## config.mk

```make
export PLATFORM = sky130hd
export DESIGN_NAME = io_controller
export DESIGN_NICKNAME = d
export VERILOG_FILES = /design/src/rtl/io_controller.sv
export SDC_FILE = /design/constraint.sdc
export NUM_CORES = 1
export LEC_CHECK = 0
export BUFFER_PORTS_ARGS = -buffer_cell sky130_fd_sc_hd__buf_2
export CAP_MARGIN = 20
export CORE_ASPECT_RATIO = 1.2
export CORE_MARGIN = 3
export CORE_UTILIZATION = 40
export DETAILED_ROUTE_END_ITERATION = 16
export GPL_TIMING_DRIVEN = 0
export PLACE_DENSITY = 0.74
export SETUP_SLACK_MARGIN = 0.3
export SLEW_MARGIN = 30
export SYNTH_ARGS = -nofsm -noshare
export SYNTH_HDL_FRONTEND = slang
export SYNTH_SLANG_ARGS = --single-unit
```

## constraint.sdc

```tcl
create_clock -name i_CLK -period 2.7 [get_ports i_CLK]
set_input_delay 0.54 -clock i_CLK [delete_from_list [all_inputs] [get_ports i_CLK]]
set_output_delay 0.54 -clock i_CLK [all_outputs]
set_load 0.02 [all_outputs]
```

## src/rtl/io_controller.sv

```systemverilog
// io_controller: stalls the CPU while an IN/OUT instruction completes a
// valid/ready handshake with its device. It abandons a silent transaction
// after TIMEOUT_CYCLES wait cycles and raises a sticky error flag.
module io_controller #(
  parameter logic [15:0] TIMEOUT_CYCLES = 16'd255
) (
  input  logic        i_CLK,
  input  logic        i_RESET_N,
  input  logic        i_IOPAUSE,
  input  logic        i_IOTYPE,
  input  logic [15:0] i_OUTDATA,
  output logic        o_STALL,
  output logic        o_REGWRITE_EN,
  output logic [15:0] o_INDATA,
  output logic        o_OUT_VALID,
  output logic [15:0] o_OUT_DATA,
  input  logic        i_OUT_READY,
  input  logic        i_IN_VALID,
  input  logic [15:0] i_IN_DATA,
  output logic        o_IN_READY,
  output logic        o_TIMEOUT,
  input  logic        i_CLRERR
);

  typedef enum logic [1:0] {
    S_IDLE,
    S_OUT_WAIT,
    S_IN_WAIT,
    S_DONE
  } state_t;

  state_t      state;
  state_t      state_next;
  logic [15:0] wait_cnt;
  logic        in_wait;
  logic        handshake;
  logic        wait_last;
  logic        expire;

  // Handshake and timeout detection for the current WAIT cycle.
  always_comb begin
    in_wait   = (state == S_OUT_WAIT) || (state == S_IN_WAIT);
    handshake = ((state == S_OUT_WAIT) && i_OUT_READY) ||
                ((state == S_IN_WAIT)  && i_IN_VALID);
    // The counter reads k-1 during the k-th WAIT cycle; 17 bits avoid overflow.
    wait_last = (({1'b0, wait_cnt} + 17'd1) == {1'b0, TIMEOUT_CYCLES});
    // A handshake on the final WAIT cycle wins over the timeout.
    expire    = in_wait && !handshake && (TIMEOUT_CYCLES != 16'd0) && wait_last;
  end

  // Next-state decode and the combinational stall.
  always_comb begin
    // NOTE: every output of this block is given a default first so that no
    // path through the case statement can infer a latch.
    state_next = state;
    o_STALL    = 1'b0;
    case (state)
      S_IDLE: begin
        o_STALL = i_IOPAUSE;
        if (i_IOPAUSE) begin
          state_next = i_IOTYPE ? S_IN_WAIT : S_OUT_WAIT;
        end
      end
      S_OUT_WAIT, S_IN_WAIT: begin
        o_STALL = 1'b1;
        if (handshake || expire) begin
          state_next = S_DONE;
        end
      end
      S_DONE: begin
        // The CPU commits this cycle; i_IOPAUSE is deliberately ignored.
        state_next = S_IDLE;
      end
      default: state_next = S_IDLE;
    endcase
  end

  // State register.
  always_ff @(posedge i_CLK or negedge i_RESET_N) begin
    // NOTE: sequential state uses non-blocking assignments so every flop
    // samples the pre-edge values regardless of block ordering.
    if (!i_RESET_N) begin
      state <= S_IDLE;
    end else begin
      state <= state_next;
    end
  end

  // Registered channel strobes and the IN write qualifier.
  always_ff @(posedge i_CLK or negedge i_RESET_N) begin
    if (!i_RESET_N) begin
      o_OUT_VALID   <= 1'b0;
      o_IN_READY    <= 1'b0;
      o_REGWRITE_EN <= 1'b0;
    end else begin
      o_OUT_VALID   <= (state_next == S_OUT_WAIT);
      o_IN_READY    <= (state_next == S_IN_WAIT);
      o_REGWRITE_EN <= (state == S_IN_WAIT) && (state_next == S_DONE);
    end
  end

  // Data capture: the OUT word at launch and the IN word (or zero on timeout).
  always_ff @(posedge i_CLK or negedge i_RESET_N) begin
    // NOTE: these datapath registers are reset as well, because software
    // can observe them and they must read zero after reset.
    if (!i_RESET_N) begin
      o_OUT_DATA <= 16'h0000;
      o_INDATA   <= 16'h0000;
    end else begin
      if ((state == S_IDLE) && (state_next == S_OUT_WAIT)) begin
        o_OUT_DATA <= i_OUTDATA;
      end
      if (state == S_IN_WAIT) begin
        if (handshake) begin
          o_INDATA <= i_IN_DATA;
        end else if (expire) begin
          o_INDATA <= 16'h0000;
        end
      end
    end
  end

  // Wait counter: cleared on WAIT entry; saturating count of idle WAIT cycles.
  always_ff @(posedge i_CLK or negedge i_RESET_N) begin
    if (!i_RESET_N) begin
      wait_cnt <= 16'h0000;
    end else if ((state == S_IDLE) && i_IOPAUSE) begin
      wait_cnt <= 16'h0000;
    end else if (in_wait && !handshake && (wait_cnt != 16'hFFFF)) begin
      wait_cnt <= wait_cnt + 16'd1;
    end
  end

  // Sticky timeout flag; a new timeout beats a simultaneous clear.
  always_ff @(posedge i_CLK or negedge i_RESET_N) begin
    if (!i_RESET_N) begin
      o_TIMEOUT <= 1'b0;
    end else if (expire) begin
      o_TIMEOUT <= 1'b1;
    end else if (i_CLRERR) begin
      o_TIMEOUT <= 1'b0;
    end
  end

endmodule

```

==> summary.md, run 1 <==
| Metric | Value |
|---|---|
| Status | `completed` |
| DR pass1 iterations | `4` |
| Clock transition at path regs | `about 0.090 ns` |
| Overall power | `3.38 mW` |
| Slew Viols, Final | `0` |
| Comb pwr share | `around half` |
| Post-DR vias/cell | `approximately 5.2` |
| Min Tclk post-route | `roughly 2.3 ns` |
| CTS tree | `done` |
| Area Overhead vs Synth | `26.3%` |
| Post-synth EDFFs | `0` |
| Maximum vdd drop | `0.000417 V` |
| # rows | `31` |
| Slew @ Worst Pin | `0.676 ns` |
| Worst-Skew Late Latency | `~0.3 ns` |
| Switch Pwr | `between 1 and 1.5 mW` |
| Clk buf depth | `2` |
| CTS sink cnt | `54` |
| Synth top area cells | `dfrtp_1 52%, mux2_2 7.0%, a22o_1 5.4%` |
| Clk pwr share | `12.7%` |
| HPWL after detailed placement | `a little under 4000 um` |
| Final hold vios | `0` |
| GP Congestion | `around 0.80` |
| Synth top area share | `52.5%` |
| Worst hold-check path type | `in2async` |
| # DRC | `0` |
| Critical path's slowest cell | `dfrtp_1` |
| Avg Cell Area, Syn | `about 11 um2` |
| Max-slew headroom | `about 55%` |
| Switching Share | `between 40% and 50%` |
| WP data required | `2.16 ns` |
| Synth Warn # | `0` |
| Routed vias | `2,060` |
| Port bufs | `75` |
| Synth unique cells | `45` |
| Met3 GRT Util | `under 10%` |
| Max Cap Viol | `0` |
| Max H-tree Level | `2` |
| Routed WL | `about 5500 um` |
| Critical path class | `reg2out` |
| Antenna violations before repair | `0` |
| Final Cell Area | `~3300 um2` |
| Fin crit share | `85.7%` |
| Commonest non-fill, non-tap cell in the layout | `buf_2` |
| Die H | `between 90 and 100 um` |
| Seq pwr share | `37.0%` |
| Critical Path End | `o_STALL` |
| CP Max Fanout | `8` |
| Share of layout cells above drive strength 1 | `41.6%` |
| Crit path from | `state[1]` |
| Leakage power | `1.60 nW` |
| Ys flop type | `dfrtp_1` |
| Die ar. | `roughly 7400 um2` |
| Power Internal | `2.02 mW` |
| Seq cells post-synth | `between 50 and 60` |
| Clk root buf | `clkbuf_8` |
| Sequential element share of the synthesized area | `52.5%` |
| Worst r2r path cells | `9` |
| RSZ-0062 raised after global routing | `yes` |
| # diodes | `0` |
| Reg-to-Reg End | `o_REGWRITE_EN` |
| Total power density per cell area | `a little over 1000 nW/um2` |
| Hold slack | `0.260 ns` |
| Most frequent cells in the layout | `75 x buf_2, 51 x dfrtp_1, 23 x nor2_1` |
| Max incr delay on CP | `0.44 ns` |
| CP Cell Sequence | `inv_1 > ha_1 > clkbuf_4 > and2_1 > buf_6 > nor2_1 > nor2_1 > buf_4` |
| Reg2reg setup slack | `0.40 ns` |
| Die Span X | `~80 um` |
| Grt ovf | `0` |
| Cts hold-fix bufs | `0` |
| GR Util All Layers | `between 10% and 20%` |
| Initial Utilization | `42.0%` |
| Core ar. | `~6100 um2` |
| Busiest grt layer | `met2` |
| Antenna-violating nets left | `0` |
| Crit path arrival time | `between 1.5 and 2 ns` |
| Global-route wire length before repair | `8770 um` |
| Nets | `between 300 and 400` |
| Crit end category | `primary output` |
| Largest net degree at the start of global routing | `55` |
| DP Worst Slack | `-0.0755 ns` |
| Fmax | `432 MHz` |
| Post-synth ARST share | `100%` |
| Syn nets | `~270` |
| # IOs | `76` |
| Initial DRC Count | `77` |
| Clock skew | `0.00383 ns` |
| Setup violators final | `0` |
| Final WS setup | `0.387 ns` |
| Inserted Clock Buffers | `5` |
| Met2 GRT Util | `roughly a quarter` |
| Met1 GRT Util | `18.2%` |
| FF-to-FF Start | `wait_cnt[0]` |
| WL/cell | `between 10 and 15 um` |
| Post-synth top area cell | `dfrtp_1` |
| Worst setup SP type | `register` |
| Vias in the first global route | `slightly below 2,000` |
| Most used cell, CP | `nor2_1` |
| Dpl cell area | `3060 um2` |
| Post-Synthesis Cells | `about 230` |
| Cell Area, Synth | `2580 um2` |
## power groups by stage
| stage | clock (mW) | combinational (mW) | sequential [mW] |
|---|---|---|---|
| after floorplan | 0 | 0.741 | 1.58 |
| after global placement | 0 | 1.49 | 1.27 |
| after detailed placement | 0 | 1.52 | 1.29 |
| after CTS | 0.442 | 1.65 | 1.25 |
| after global routing | 0.478 | 1.84 | 1.28 |
| final | 0.430 | 1.69 | 1.25 |
## final cells by class
cell class              instances  area, um2
fillers                       564       2870
flip-flops and latches         54       1360
multi-input cells             153       1160
repair buffers                 84        448
well taps                      82        103
plain buffers                  11       71.3
clock buffers                   5       68.8
inverters                       8       30.0
clock inverters                 2       15.0
## repair_timing
action                     in CTS  in global routing
gates resized for setup        11                  9
setup buffers                   6                  3
setup endpoints to repair      23                 21
pin swaps                       2                  3
## cell families (layout without fill, tap and decap cells)
family	Yosys count	in the layout	share of synthesized area (%)
adder cells (fa/ha/maj)	6	6	2.91
buffers and inverters	19	110	3.50
AND/OR/NAND/NOR	75	75	15.9
multiplexers	18	18	7.77
flip-flops	54	54	52.5
XOR/XNOR	18	18	6.12
AO/OA/AOI/OAI	36	36	11.3
## per-stage QoR
stage / TNS (ns) / utilization, % / instances
finish: 0 / 53.1 / 399
global route: 0 / 53.1 / 399
CTS: 0 / 52.5 / 396
detailed placement: -0.691 / 49.9 / 383
global placement: -0.170 / 49.8 / 383
floorplan: 0 / - / 226
## registers in the layout, indices dropped and copies added, names as in the netlist
signal and flops:
state 2, o_IN_READY 1, o_TIMEOUT 1, o_OUT_VALID 1, o_REGWRITE_EN 1, wait_cnt 16, o_INDATA 16, o_OUT_DATA 16
## critical path: cells and delay by family, from the launching register on
family	cells	cell delay, ns
fa+ha+maj	1	0.19
buf+inv	4	0.55
flops	1	0.44
simple gates	3	0.29
## worst min path at each step
stage / start / to / depth (start not counted) / slack [ns]
floorplan: i_RESET_N / o_INDATA[0] / 0 / 0.24
global placement: o_TIMEOUT / o_TIMEOUT / 1 / 0.47
detailed placement: o_INDATA[8] / o_INDATA[8] / 1 / 0.48
CTS: i_RESET_N / o_INDATA[0] / 1 / 0.29
global route: i_RESET_N / o_INDATA[2] / 1 / 0.31
finish: i_RESET_N / o_INDATA[6] / 1 / 0.26
## layer usage
metal  part of all wire (%)  routed length [um]
met1                     43                2370
met2                     49                2710
met3                    7.0                 384
met4                    1.2                  64
met5                      0                   0
## cells in the mapped netlist, drive strengths merged, types with 2 or more instances
master / number
and2: 3
o21ai: 6
buf: 5
and3: 3
a22o: 17
and4: 6
dfrtp: 54
nand4: 5
o22ai: 2
nor3: 5
nand2: 13
a21oi: 4
mux2i: 2
inv: 8
mux2: 16
xnor2: 8
clkbuf: 6
nor2: 24
xor2: 10
nand3: 8
ha: 6
Note: power is estimated with default switching activity, not from simulation.
==> inputs of run 2 (changes only) <==
--- a/config.mk
+++ b/config.mk
@@ -8,7 +8,6 @@
 export BUFFER_PORTS_ARGS = -buffer_cell sky130_fd_sc_hd__buf_2
 export CAP_MARGIN = 20
 export CORE_ASPECT_RATIO = 1.2
-export CORE_MARGIN = 3
 export CORE_UTILIZATION = 40
 export DETAILED_ROUTE_END_ITERATION = 16
 export GPL_TIMING_DRIVEN = 0
==> summary.md, run 2 (same netlist as run 1, synthesis figures left out) <==
| Metric | Value |
|---|---|
| Clk root buf | `clkbuf_8 (unchanged)` |
| Port bufs | `75 (unchanged)` |
| Routed vias | `2,066 (was 2,060)` |
| WL/cell | `13.8 um (about the same)` |
| Cts hold-fix bufs | `0 (unchanged)` |
| Status | `completed (unchanged)` |
| # DRC | `0 (unchanged)` |
| Post-DR vias/cell | `5.10 (was 5.16)` |
| Crit path from | `state[1] (unchanged)` |
| Global-route wire length before repair | `8490 um (was 8770 um)` |
| Routed WL | `5580 um (was 5520 um)` |
| Setup violators final | `0 (unchanged)` |
| Grt ovf | `0 (unchanged)` |
| Max H-tree Level | `2 (unchanged)` |
| Dpl cell area | `3060 um2 (unchanged)` |
| Crit end category | `primary output (unchanged)` |
| Die Span X | `75.3 um (was 79.3 um)` |
| GP Congestion | `0.874 (was 0.798)` |
| Crit path arrival time | `1.79 ns (was 1.77 ns)` |
| # rows | `31 (unchanged)` |
| Antenna-violating nets left | `0 (unchanged)` |
| Final Cell Area | `3380 um2 (was 3250 um2)` |
| CTS tree | `done (unchanged)` |
| Worst-Skew Late Latency | `0.30 ns (about the same)` |
| Clock skew | `0.00336 ns (was 0.00383 ns)` |
| Max-slew headroom | `55.9% (was 54.6%)` |
| Initial Utilization | `42.0% (unchanged)` |
| Most frequent cells in the layout | `75 x buf_2, 51 x dfrtp_1, 23 x nor2_1 (unchanged)` |
| Overall power | `3.59 mW (was 3.38 mW)` |
| Worst hold-check path type | `in2async (unchanged)` |
| Top flop regs | `o_INDATA: 16 flops, o_OUT_DATA: 16 flops, wait_cnt: 16 flops (unchanged)` |
| Critical path class | `reg2out (unchanged)` |
| Slew @ Worst Pin | `0.657 ns (was 0.676 ns)` |
| # IOs | `76 (unchanged)` |
| # diodes | `0 (unchanged)` |
| Fmax | `430 MHz (was 432 MHz)` |
| DR pass1 iterations | `4 (unchanged)` |
| Min Tclk post-route | `2.33 ns (was 2.31 ns)` |
| HPWL after detailed placement | `3880 um (was 3940 um)` |
| Util after Layout | `55.1% (was 53.1%)` |
| Leakage power | `1.65 nW (was 1.60 nW)` |
| FF-to-FF Start | `state[0] (was wait_cnt[0])` |
| Hold slack | `0.257 ns (was 0.260 ns)` |
| Total power density per cell area | `1060 nW/um2 (was 1040 nW/um2)` |
| CP Max Fanout | `8 (unchanged)` |
| Clk buf depth | `2 (unchanged)` |
| Final hold vios | `0 (unchanged)` |
| Largest net degree at the start of global routing | `55 (unchanged)` |
| GR Util All Layers | `16.2% (was 14.7%)` |
| Die ar. | `6770 um2 (was 7440 um2)` |
| Max Cap Viol | `0 (unchanged)` |
| Worst r2r path cells | `11 (was 9)` |
| Nets | `367 (was 362)` |
| Share of layout cells above drive strength 1 | `44.0% (was 41.6%)` |
| Reg2reg setup slack | `0.38 ns (was 0.40 ns)` |
| CTS sink cnt | `54 (unchanged)` |
| Fin crit share | `86.2% (was 85.7%)` |
| Worst setup SP type | `register (unchanged)` |
| RSZ-0062 raised after global routing | `yes (unchanged)` |
| Clock transition at path regs | `0.09 ns (about the same)` |
| Commonest non-fill, non-tap cell in the layout | `buf_2 (unchanged)` |
| Antenna violations before repair | `0 (unchanged)` |
| Inserted Clock Buffers | `5 (unchanged)` |
| Core ar. | `6130 um2 (unchanged)` |
| Setup TNS | `0 ns (unchanged)` |
| Vias in the first global route | `1,937 (was 1,959)` |
| Fill count | `521 (was 564)` |
| Area Overhead vs Synth | `31.0% (was 26.3%)` |
| Die H | `89.9 um (was 93.9 um)` |
| Slew Viols, Final | `0 (unchanged)` |
| Initial DRC Count | `86 (was 77)` |
| WP data required | `2.16 ns (about the same)` |
| Maximum vdd drop | `0.000409 V (was 0.000417 V)` |
run 2: final timing paths:
kind	to
setup / recovery	o_STALL
hold / removal	o_INDATA[2]
setup reg to reg	o_INDATA[13]
hold reg to reg	o_TIMEOUT
max in group asynchronous	wait_cnt[0]
min in group i_CLK	o_INDATA[2]
run 2: area by class of cell:
type                    instances  area (um2)  area share, %
clock buffers                   6        72.6           2.15
plain buffers                  11        67.6           2.00
clock inverters                 2        37.5           1.11
inverters                       8        30.0          0.890
well taps                      82         103           3.04
multi-input cells             153        1200           35.7
repair buffers                 89         505           15.0
flip-flops and latches         54        1360           40.1
run 2: critical path, stage by stage (launching register included):
cell and delay, ns:
dfrtp_2 0.47, inv_2 0.11, ha_1 0.15, clkbuf_4 0.17
and2_1 0.13, buf_4 0.15, nor2_1 0.05, nor2_1 0.10
buf_4 0.15
run 2: where the power goes:
| group | switching [mW] | total, mW | internal, mW |
|---|---|---|---|
| Clock | 0.254 | 0.531 | 0.277 |
| Sequential | 0.169 | 1.27 | 1.10 |
| Combinational | 0.975 | 1.78 | 0.806 |
run 2: per-stage QoR:
step / std cells / worst slack, ns
after global routing: 405 / 0.240
after detailed placement: 383 / -0.0668
after CTS: 396 / 0.312
final: 405 / 0.373
after floorplan: 226 / 0.306
after global placement: 383 / -0.0344
run 2: timing repair:
action,CTS,global route
gates resized for setup,10,21
endpoints found under the setup margin,23,17
pin swaps,1,7
gates cloned,0,1
setup buffers,5,8
run 2: per-layer routing:
layer	global-route usage, %	routed length, um
met1	18.1	2380
met2	28.8	2770
met3	4.26	373
met4	5.25	58
met5	0	0
==> inputs of run 3 (changes only) <==
==> constraint.sdc (replaced) <==
create_clock -name i_CLK -period 2.7 [get_ports i_CLK]
set_input_delay 0 -clock i_CLK [delete_from_list [all_inputs] [get_ports i_CLK]]
set_output_delay 0 -clock i_CLK [all_outputs]
set_load 0.02 [all_outputs]
==> summary.md, run 3 (same netlist as run 1, synthesis figures left out) <==
| Metric | Value |
|---|---|
| DR pass1 iterations | `4 (unchanged)` |
| Clock transition at path regs | `0.09 ns (about the same)` |
| Switching Share | `39.8% (was 39.0%)` |
| Clock skew | `0.00487 ns (was 0.00336 ns)` |
| Fin crit share | `85.9% (was 86.2%)` |
| Antenna violations before repair | `0 (unchanged)` |
| Routed WL | `6690 um (was 5580 um)` |
| Core ar. | `6130 um2 (unchanged)` |
| Clk pwr share | `14.6% (was 14.8%)` |
| Most frequent cells in the layout | `76 x buf_2, 51 x dfrtp_1, 34 x dlygate4sd3_1 (was 75 x buf_2, 51 x dfrtp_1, 23 x nor2_1)` |
| Dpl cell area | `3060 um2 (unchanged)` |
| Routed vias | `2,261 (was 2,066)` |
| Min Tclk post-route | `2.32 ns (was 2.33 ns)` |
| Met1 GRT Util | `20.8% (was 18.1%)` |
| Total power density per cell area | `983 nW/um2 (was 1060 nW/um2)` |
| Crit end category | `register (was primary output)` |
| HPWL after detailed placement | `3880 um (unchanged)` |
| GR Util All Layers | `18.5% (was 16.2%)` |
| Share of layout cells above drive strength 1 | `38.6% (was 44.0%)` |
| Final WS setup | `0.382 ns (was 0.373 ns)` |
| Die H | `89.9 um (unchanged)` |
| Die ar. | `6770 um2 (unchanged)` |
| Worst hold-check path type | `in2reg (was in2async)` |
| Leakage power | `1.77 nW (was 1.65 nW)` |
| Area Overhead vs Synth | `42.7% (was 31.0%)` |
| Slew Viols, Final | `0 (unchanged)` |
| DP Worst Slack | `-0.0668 ns (unchanged)` |
| Fmax | `431 MHz (was 430 MHz)` |
| Final Cell Area | `3680 um2 (was 3380 um2)` |
| Antenna-violating nets left | `0 (unchanged)` |
| # diodes | `0 (unchanged)` |
| Worst setup SP type | `register (unchanged)` |
| Port bufs | `75 (unchanged)` |
| Max Cap Viol | `0 (unchanged)` |
| Commonest non-fill, non-tap cell in the layout | `buf_2 (unchanged)` |
| Top flop regs | `o_INDATA: 16 flops, o_OUT_DATA: 16 flops, wait_cnt: 16 flops (unchanged)` |
| CP Max Fanout | `8 (unchanged)` |
| Vias in the first global route | `2,128 (was 1,937)` |
| Setup violators final | `0 (unchanged)` |
| Clk root buf | `clkbuf_8 (unchanged)` |
| Final std cells w/o fill | `437 (was 405)` |
| Maximum vdd drop | `0.000440 V (was 0.000409 V)` |
| Clk buf depth | `2 (unchanged)` |
| Met3 GRT Util | `4.26% (unchanged)` |
| Inserted Clock Buffers | `5 (unchanged)` |
| Placed insts | `383 (unchanged)` |
| Global-route wire length before repair | `9640 um (was 8490 um)` |
| Largest net degree at the start of global routing | `55 (unchanged)` |
| Final hold vios | `0 (unchanged)` |
| Slew @ Worst Pin | `0.673 ns (was 0.657 ns)` |
| Hold slack | `0.205 ns (was 0.257 ns)` |
| Initial Utilization | `42.0% (unchanged)` |
| # DRC | `0 (unchanged)` |
| Fill count | `483 (was 521)` |
| Critical path class | `reg2reg (was reg2out)` |
| Switch Pwr | `1.44 mW (was 1.40 mW)` |
| # rows | `31 (unchanged)` |
| GP Congestion | `0.874 (unchanged)` |
| WL/cell | `15.3 um (was 13.8 um)` |
| Status | `completed (unchanged)` |
| CTS sink cnt | `54 (unchanged)` |
| Met2 GRT Util | `34.2% (was 28.8%)` |
| # IOs | `76 (unchanged)` |
| Post-DR vias/cell | `5.17 (was 5.10)` |
| Grt ovf | `0 (unchanged)` |
| Max-slew headroom | `54.9% (was 55.9%)` |
| Die Span X | `75.3 um (unchanged)` |
| WP data required | `2.89 ns (was 2.16 ns)` |
| Busiest grt layer | `met2 (unchanged)` |
| Util after Layout | `60.0% (was 55.1%)` |
| Nets | `399 (was 367)` |
| CTS tree | `done (unchanged)` |
| Seq pwr share | `35.7% (was 35.5%)` |
| Crit path arrival time | `2.51 ns (was 1.79 ns)` |
| RSZ-0062 raised after global routing | `yes (unchanged)` |
| Power Internal | `2.18 mW (was 2.19 mW)` |
| Worst-Skew Late Latency | `0.30 ns (about the same)` |
| Max H-tree Level | `2 (unchanged)` |
| Initial DRC Count | `109 (was 86)` |
| Comb pwr share | `49.6% (was 49.7%)` |
[run 3: layer usage]
layer  vias up  wire (um)  part of all wire (%)
li1       1059          -                     -
met1      1119       2780                    42
met2        77       3390                    51
met3         6        473                   7.1
met4         0         47                  0.70
met5         -          0                     0
[run 3: worst paths after layout]
check	slack [ns]	cells past startpoint	to	startpoint
max	0.38	9	o_REGWRITE_EN	wait_cnt[9]
max in group asynchronous	1.93	2	state[1]	i_RESET_N
min reg2reg	0.49	1	o_TIMEOUT	o_TIMEOUT
max reg2reg	0.38	9	o_REGWRITE_EN	wait_cnt[9]
min	0.20	5	state[0]	i_OUT_READY
min in group asynchronous	0.28	2	o_INDATA[15]	i_RESET_N
[run 3: timing repair]
action | in CTS | in global routing
pin swaps | 1 | 7
cloned | 0 | 1
setup endpoints to repair | 22 | 26
setup buffers | 4 | 7
gates resized for setup | 8 | 15
hold endpoints to repair | 87 | 0
hold buffers | 34 | 0
[run 3: power by group through the flow]
stage | registers, mW | logic [mW] | clock network (mW)
final | 1.29 | 1.79 | 0.528
after global routing | 1.32 | 1.94 | 0.577
after CTS | 1.26 | 1.65 | 0.545
after detailed placement | 1.29 | 1.51 | 0
after global placement | 1.27 | 1.48 | 0
after floorplan | 1.58 | 0.741 | 0
[run 3: final cells by class]
cell class / count / area (um2) / area share (%)
inverter: 8 / 30.0 / 0.817
buffer: 11 / 61.3 / 1.67
clock buffer: 6 / 72.6 / 1.97
sequential: 54 / 1360 / 36.9
timing repair buffer: 121 / 816 / 22.2
multi-input combinational: 153 / 1200 / 32.7
clock inverter: 2 / 37.5 / 1.02
tap: 82 / 103 / 2.79
[run 3: worst max-delay path: stages (launching register included)]
cell,delay (ns)
dfrtp_1,0.33
buf_2,0.18
and4_1,0.27
and4_1,0.28
nor3_1,0.07
a31oi_2,0.20
nor4_4,0.07
buf_4,0.17
or4_4,0.44
and4_1,0.20
[run 3: stage by stage]
stage                     setup TNS, ns  power [mW]
final                                 0        3.61
after global routing                  0        3.84
after CTS                             0        3.45
after detailed placement         -0.584        2.80
after global placement           -0.332        2.75
after floorplan                       0        2.32
